===== src/rtl/clk_rate_pkg.sv =====
// Shared types and the decade half-period table for the run-time selectable clock divider.
package clk_rate_pkg;

  localparam int NUM_RATES = 8;
  localparam int SEL_W     = 3;

  // Half-period in fabric cycles: 50 MHz, 1 MHz, ... 10 Hz, 1 Hz from a 100 MHz source
  localparam int unsigned HALF_TAB [NUM_RATES] = '{
    32'd1, 32'd50, 32'd500, 32'd5_000,
    32'd50_000, 32'd500_000, 32'd5_000_000, 32'd50_000_000
  };

  typedef enum logic [1:0] {
    ST_DISABLED = 2'd0,
    ST_RUN      = 2'd1,
    ST_PENDING  = 2'd2
  } state_e;

endpackage


===== src/rtl/clk_div_core.sv =====
// Half-period counter with terminal-count compare; toggles the output clock at each boundary.
module clk_div_core #(
  parameter int CTR_W = 26
) (
  input  logic             clk_sys,
  input  logic             restart,
  input  logic             run,
  input  logic [CTR_W-1:0] half_m1,
  output logic             clk,
  output logic             rise,
  output logic             fall_next
);

  logic [CTR_W-1:0] ctr_q, ctr_d;
  logic             clk_q, clk_d;
  logic             rise_q, rise_d;
  logic             term;

  assign term      = (ctr_q == half_m1);
  assign fall_next = run && term && clk_q;

  always_comb begin
    ctr_d  = '0;
    clk_d  = 1'b0;
    rise_d = 1'b0;
    if (run) begin
      if (term) begin
        clk_d  = ~clk_q;
        rise_d = ~clk_q;
      end else begin
        ctr_d = ctr_q + CTR_W'(1);
        clk_d = clk_q;
      end
    end
  end

  always_ff @(posedge clk_sys) begin
    if (restart) begin
      ctr_q  <= '0;
      clk_q  <= 1'b0;
      rise_q <= 1'b0;
    end else begin
      ctr_q  <= ctr_d;
      clk_q  <= clk_d;
      rise_q <= rise_d;
    end
  end

  assign clk  = clk_q;
  assign rise = rise_q;

endmodule


===== src/rtl/clk_rate_controller.sv =====
// Rate-select FSM and request handshake; new rates are applied only at a falling boundary.
//   state       | meaning
//   ST_DISABLED | output held low, requests applied on the next cycle
//   ST_RUN      | dividing at cur_sel, ready for a request
//   ST_PENDING  | dividing at old rate, pend_sel waits for the falling boundary
module clk_rate_controller
  import clk_rate_pkg::*;
#(
  parameter int RESET_SEL = 7,
  parameter int CTR_W     = 26
) (
  input  logic             incoming_CLK100MHZ,
  input  logic             reset,
  input  logic             enable,
  input  logic             sel_valid,
  input  logic [SEL_W-1:0] sel,
  output logic             sel_ready,
  output logic             sel_done,
  output logic [SEL_W-1:0] cur_sel,
  output logic             outgoing_CLK,
  output logic             tick
);

  state_e           state_q, state_d;
  logic [SEL_W-1:0] cur_sel_q, cur_sel_d;
  logic [SEL_W-1:0] pend_sel_q, pend_sel_d;
  logic             sel_done_q, sel_done_d;
  logic             accept, run;
  logic             div_clk, div_rise, fall_next;
  logic [CTR_W-1:0] half_m1;

  assign accept  = sel_valid && sel_ready;
  assign half_m1 = CTR_W'(HALF_TAB[cur_sel_q] - 32'd1);
  // Hold the counter for the apply cycle so the new rate starts from a clean low phase
  assign run     = enable && !(state_q == ST_DISABLED && accept);

  always_ff @(posedge incoming_CLK100MHZ) begin
    if (reset) begin
      state_q    <= ST_DISABLED;
      cur_sel_q  <= SEL_W'(RESET_SEL);
      pend_sel_q <= '0;
      sel_done_q <= 1'b0;
    end else begin
      state_q    <= state_d;
      cur_sel_q  <= cur_sel_d;
      pend_sel_q <= pend_sel_d;
      sel_done_q <= sel_done_d;
    end
  end

  always_comb begin
    state_d    = state_q;
    cur_sel_d  = cur_sel_q;
    pend_sel_d = pend_sel_q;
    sel_done_d = 1'b0;
    case (state_q)
      ST_DISABLED: begin
        if (accept) begin
          cur_sel_d  = sel;
          sel_done_d = 1'b1;
        end
        if (enable) state_d = ST_RUN;
      end
      ST_RUN: begin
        if (!enable) begin
          state_d = ST_DISABLED;
          if (accept) begin
            cur_sel_d  = sel;
            sel_done_d = 1'b1;
          end
        end else if (accept) begin
          pend_sel_d = sel;
          state_d    = ST_PENDING;
        end
      end
      ST_PENDING: begin
        if (!enable || fall_next) begin
          cur_sel_d  = pend_sel_q;
          sel_done_d = 1'b1;
          state_d    = enable ? ST_RUN : ST_DISABLED;
        end
      end
      default: state_d = ST_DISABLED;
    endcase
  end

  always_comb begin
    sel_ready    = (state_q != ST_PENDING) && !sel_done_q;
    sel_done     = sel_done_q;
    cur_sel      = cur_sel_q;
    outgoing_CLK = div_clk;
    tick         = div_rise;
  end

  clk_div_core #(
    .CTR_W(CTR_W)
  ) u_div (
    .clk_sys  (incoming_CLK100MHZ),
    .restart  (reset),
    .run      (run),
    .half_m1  (half_m1),
    .clk      (div_clk),
    .rise     (div_rise),
    .fall_next(fall_next)
  );

endmodule


===== config.mk =====
export PLATFORM = sky130hd
export DESIGN_NAME = clk_rate_controller
export DESIGN_NICKNAME = d
export VERILOG_FILES = /design/src/rtl/clk_rate_pkg.sv /design/src/rtl/clk_div_core.sv /design/src/rtl/clk_rate_controller.sv
export SDC_FILE = /design/constraint.sdc
export NUM_CORES = 1
export LEC_CHECK = 0
export ABC_CLOCK_PERIOD_IN_PS = 2800
export BUFFER_PORTS_ARGS = -buffer_cell sky130_fd_sc_hd__buf_2
export CAP_MARGIN = 40
export CORE_AREA = 2 2 69 71
export CTS_CLUSTER_SIZE = 12
export DETAILED_ROUTE_END_ITERATION = 8
export DIE_AREA = 0 0 71 73
export PLACE_DENSITY = 0.78
export SLEW_MARGIN = 15
export SYNTH_ARGS = -nofsm -noshare
export SYNTH_HDL_FRONTEND = slang
export SYNTH_SLANG_ARGS = --single-unit

===== constraint.sdc =====
create_clock -name incoming_CLK100MHZ -period 2.8 [get_ports incoming_CLK100MHZ]
set_input_delay 0.28 -clock incoming_CLK100MHZ [delete_from_list [all_inputs] [get_ports incoming_CLK100MHZ]]
set_output_delay 0.28 -clock incoming_CLK100MHZ [all_outputs]
set_load 0.01 [all_outputs]

# Word level (Yosys, flattened, before mapping)
# Memories as Yosys holds them, arrays and structs flattened.
# Cells that the tools add are included.
# totals
reg_bits	37
output_inout_bits	7
memories	1
romBits	256
input_bits	7
elab_cells	57
# memory_table
name	depth	width	read_ports	rd_ports_with_merged_regs	write_ports	line	source
(name not given)	8	32	1	0	0	clk_rate_controller.sv:33	assign half_m1 = CTR_W'(HALF_TAB[cur_sel_q] - 32'd1);
# classes
bitwise_logic	4
mux	16
n_lt_le_gt_ge	1
add_sub_neg	2
n_eq_ne	8
n_reduce_logical	18
# op_table
operator	count
2-to-1 mux 26 bit	2
adder 26 x 1 -> 26 bit, second input constant	1
equality test 26 bit	1
subtractor 26 x 1 -> 26 bit, second input constant	1
2-to-1 mux 3 bit	3
one-hot mux 3 bit (3 select lines)	1
AND reduction 3 bit	3
2-to-1 mux 2 bit	4
inequality test 2 bit, second input constant	4
logical AND 1 bit	6
one-hot mux 2 bit (3 select lines)	1
OR reduction 3 bit	2
>= comparator 4 bit, second input constant	1
2-to-1 mux 1 bit	4
NOT 3 -> 4 bit	1
logical NOT 1 bit	3
inequality test 3 bit, second input constant	1
NOT 1 bit	3
one-hot mux 1 bit (3 select lines)	1
nonzero test 3 bit	1
equality test 2 x 1 -> 1 bit, second input constant	1
equality test 2 bit, second input constant	1
logical NOT 2 bit	1
OR reduction 2 bit	1
logical OR 1 bit	1

# Depth between registers and ports, before layout
# logic_depth
word_depth	11
depth_mapped	14

# Hierarchy
# From an unflattened synthesis, not the netlist that was laid out.
# hier_totals
hier_cells	262
area_unflattened_um2	2312.2
# by_module_without_submodules
module	cells_per_inst	instances	area_per_inst_um2
clk_div_core	165	1	1539.0
clk_rate_controller	97	1	773.2

# Least setup slack after synthesis
# OpenSTA, ideal clock, no wires.
# synth_path
kind	reg-to-reg
from	register cur_sel_q[1] (netlist: cur_sel[1])
to	register u_div.ctr_q[0]
t_arrival_ps	3041
synth_period_minus_slack_ps	3162
slack_ps	-362
path_stages_with_launch	15
setup_time_ps	121
path_buffers	4
path_cell_list	dfxtp_1 > buf_2 > inv_1 > ha_1 > clkbuf_1 > or4_4 > nand3b_1 > xor2_1 > or4_4 > nor4_4 > nand2_1 > nand2b_1 > buf_4 > buf_6 > nor2_1
# synth_between
elab_chain_len	7
# synth_lines
element	line	source
from (decl)	clk_rate_controller.sv:25	logic [SEL_W-1:0] cur_sel_q, cur_sel_d;
from (signal assigned)	clk_rate_controller.sv:40	cur_sel_q <= SEL_W'(RESET_SEL);
from (signal assigned)	clk_rate_controller.sv:45	cur_sel_q <= cur_sel_d;
NOT 3 -> 4 bit (not written as such)	clk_rate_controller.sv:33	
memory read (8 x 32 bit)	-	
2-to-1 mux 26 bit (not written as such) (2 in a row)	clk_rate_controller.sv:33	
subtractor 26 x 1 -> 26 bit	clk_rate_controller.sv:33	
equality test 26 bit	clk_div_core.sv:19	assign term = (ctr_q == half_m1);
OR reduction 3 bit (no source line)	-	
to (signal assigned)	clk_div_core.sv:43	ctr_q <= ctr_d;
to (decl)	clk_div_core.sv:14	logic [CTR_W-1:0] ctr_q, ctr_d;
# No other way between the ends. The select of a mux whose other input is x is not followed.
# A chain may end at the register's enable or synchronous reset.

# Final worst setup path
# layout_path
from	register cur_sel_q[1] (netlist: cur_sel[1])
to	register u_div.ctr_q[1]
# The elaborated chain is that of the path after synthesis.

==> metrics.txt <==
status=finished with violations; failing checks=setup timing; Critical Path Fanout Max=7; Post-Syn Area=0.00228 sq mm; Worst Path Arrival=3.02 ns; syn_area_per_cell=8.21 sq um; fin nets=319; Synth warnings=0; Ports=14; antenna violations before repair=0; vias in the first global route=1839; Die Span Y=73 microns; FMAX=354 MHz; CTS Buffer Depth=2; Final Max Tran Viols=0; grt total ovfl=0; synthesized instance count=278; final critical-path required period=2.83 ns; metal3 WL=255 microns; CP Cell Sequence=inv_6, ha_1, buf_4, nor4b_1, xor2_1, xnor2_1, a211oi_1, nand2_2, nand2b_4, clkbuf_16, nor2_1; main area contributors after synthesis=dfxtp_1 (32%), xor2_1 (9.2%), nor2_1 (7.7%), xnor2_1 (7.7%), ha_1 (4.4%); worst vdd ir=0.446 mV; Yosys top cell by area=dfxtp_1; drt pass-1 iters=4; top cells by count, synth=nor2_1 (47), dfxtp_1 (37), xor2_1 (24); ys flop type=dfxtp_1; Hold Path Class=in -> reg; CP Capture Type=flop; clk_skew=0.00687 ns; asr flop ratio synth=0; uppermost layer routed=met4; Worst-path clk slew=0.07 ns; remaining antenna violation count after routing=0; Max-cap violations=0; clock sink count=37; final hold viol count=0; Post-CTS Hold Buffers=0; via count=2022; Metal-1 WL=2350 microns; syn_nets=293; Critical Path Slowest Stage Cell=a211oi_1; Top delay family on crit path=simple AND/OR/NAND/NOR gates; EDFF count, synth=0; Port Buffer Count=13; wire per inst=15.0 microns; WP buf/inv=3; crit path kind=reg -> reg; # diodes=0; clock insertion delay at the later pin of the skew report=0.29 ns; placed cell count=344; Die W=71 microns; Leak=1.07 nW; post-route worst setup slack=-0.0251 ns; DRC Markers=0; DRT iter0 DRCs=116; fin crit share=1.01; Post-Route WL=5390 microns; first-pass GRT wire length=8580 microns; average vias per placed instance=5.63; Area Overhead vs Synth=24.0%; sequential fraction of the synthesis area=0.325; Total Routing Usage GR=0.212; share of layout cells above drive strength 1=0.259; count of different cell masters after synthesis=48; CTS tree=built; die area=0.00518 sq mm; row count=25; Slew @ Worst Pin=0.679 ns; H-tree depth=2; CTS buffer count=5; Pwr Density=465 mW/mm^2; slowest stage delay, CP=0.60 ns; Slew HR=0.542; DP HPWL=3780 microns; final std cells w/o fill=359; FF+latch count, synth=37; routed length on met2=2600 microns; Root Buffer=clkbuf_8; top-count cell post-synth=nor2_1; Core ar.=0.00454 sq mm; final setup vio count=14; Synth top area share=0.325; gpl congestion=0.928; startpoint class of the critical path=flop; largest net degree at the start of global routing=27; required time worst endpoint=2.99 ns; Initial Util=0.503; RSZ-0062 raised after global routing=true; pre-CTS WS=0.0103 ns
## flip-flops by register name, indices dropped and copies added, names as in the netlist
| name | flops |
|---|---|
| u_div.ctr_q | 26 |
| cur_sel | 3 |
| pend_sel_q | 3 |
| state_q | 2 |
| sel_done | 1 |
| u_div.clk | 1 |
| u_div.rise | 1 |
## final timing paths
check	slack, ns	from	cells past startpoint	endpoint
worst max-delay path	-0.03	cur_sel[1]$_SDFFE_PP1P_	11	u_div.ctr_q[1]$_SDFF_PP0_
worst min-delay path	0.23	reset	2	pend_sel_q[1]$_SDFFE_PP0P_
worst max register to register	-0.03	cur_sel[1]$_SDFFE_PP1P_	11	u_div.ctr_q[1]$_SDFF_PP0_
worst min register to register	0.50	pend_sel_q[2]$_SDFFE_PP0P_	2	pend_sel_q[2]$_SDFFE_PP0P_
## layout make-up
class,instances,area (sq um)
Fill cell,382,1710
Sequential cell,37,748
Clock buffer,5,68.8
Clock inverter,3,65.1
Multi-Input combinational cell,218,1560
Timing Repair Buffer,35,282
Tap cell,54,67.6
Inverter,7,36.3
## stage by stage
step	power (mW)	hold WS (ns)	setup TNS (ns)	instance area [sq um]	util
after floorplan	0.698	0.352	-0.752	2340	-
after global placement	0.746	0.474	0	2480	0.548
after detailed placement	0.747	0.483	0	2480	0.548
after CTS	1.29	0.235	0	2630	0.579
after global routing	1.36	0.236	-3.43	2830	0.624
final	1.31	0.234	-0.264	2830	0.624
## where the power goes
part	internal [mW]	switching, mW
Combinational	0.105	0.113
Sequential	0.533	0.0144
Clock	0.354	0.194
## cell usage in the layout (no fill, tap or decap), types with 4 or more instances in the layout
cell type,Yosys,final
a31oi_1,6,5
nand3_1,13,13
mux2i_1,7,7
and3_1,5,4
nor2_4,0,7
inv_1,7,5
dfxtp_1,37,35
xor2_1,24,24
nor2_1,47,36
ha_1,8,4
xnor2_1,20,20
nand2_1,21,20
buf_4,1,18
nor2_2,1,5
nand4_1,6,6
nor3_1,7,6
clkbuf_8,0,5
a21oi_1,6,5
buf_2,2,13
## metal layers
layer / up-vias / track usage
met1: 932 / 0.258
li1: 1017 / -
met4: 0 / 0.0797
met5: - / 0
met2: 57 / 0.364
met3: 16 / 0.0525
## logic make-up after synthesis
logic type,synth area share
buffers and inverters,0.0477
XOR/XNOR,0.169
AND/OR/NAND/NOR,0.265
AO/OA/AOI/OAI,0.120
adder cells (fa/ha/maj),0.0439
flip-flops,0.325
multiplexers,0.0307
## repair_timing
| item | 4_1_cts | 5_1_grt |
|---|---|---|
| endpoints found under the setup margin | 2 | 33 |
| buffers inserted | 0 | 4 |
| gates cloned | 0 | 3 |
| gates resized for setup | 1 | 31 |
| pin swaps | 0 | 10 |
No activity file was read; power rests on OpenSTA's default activity.
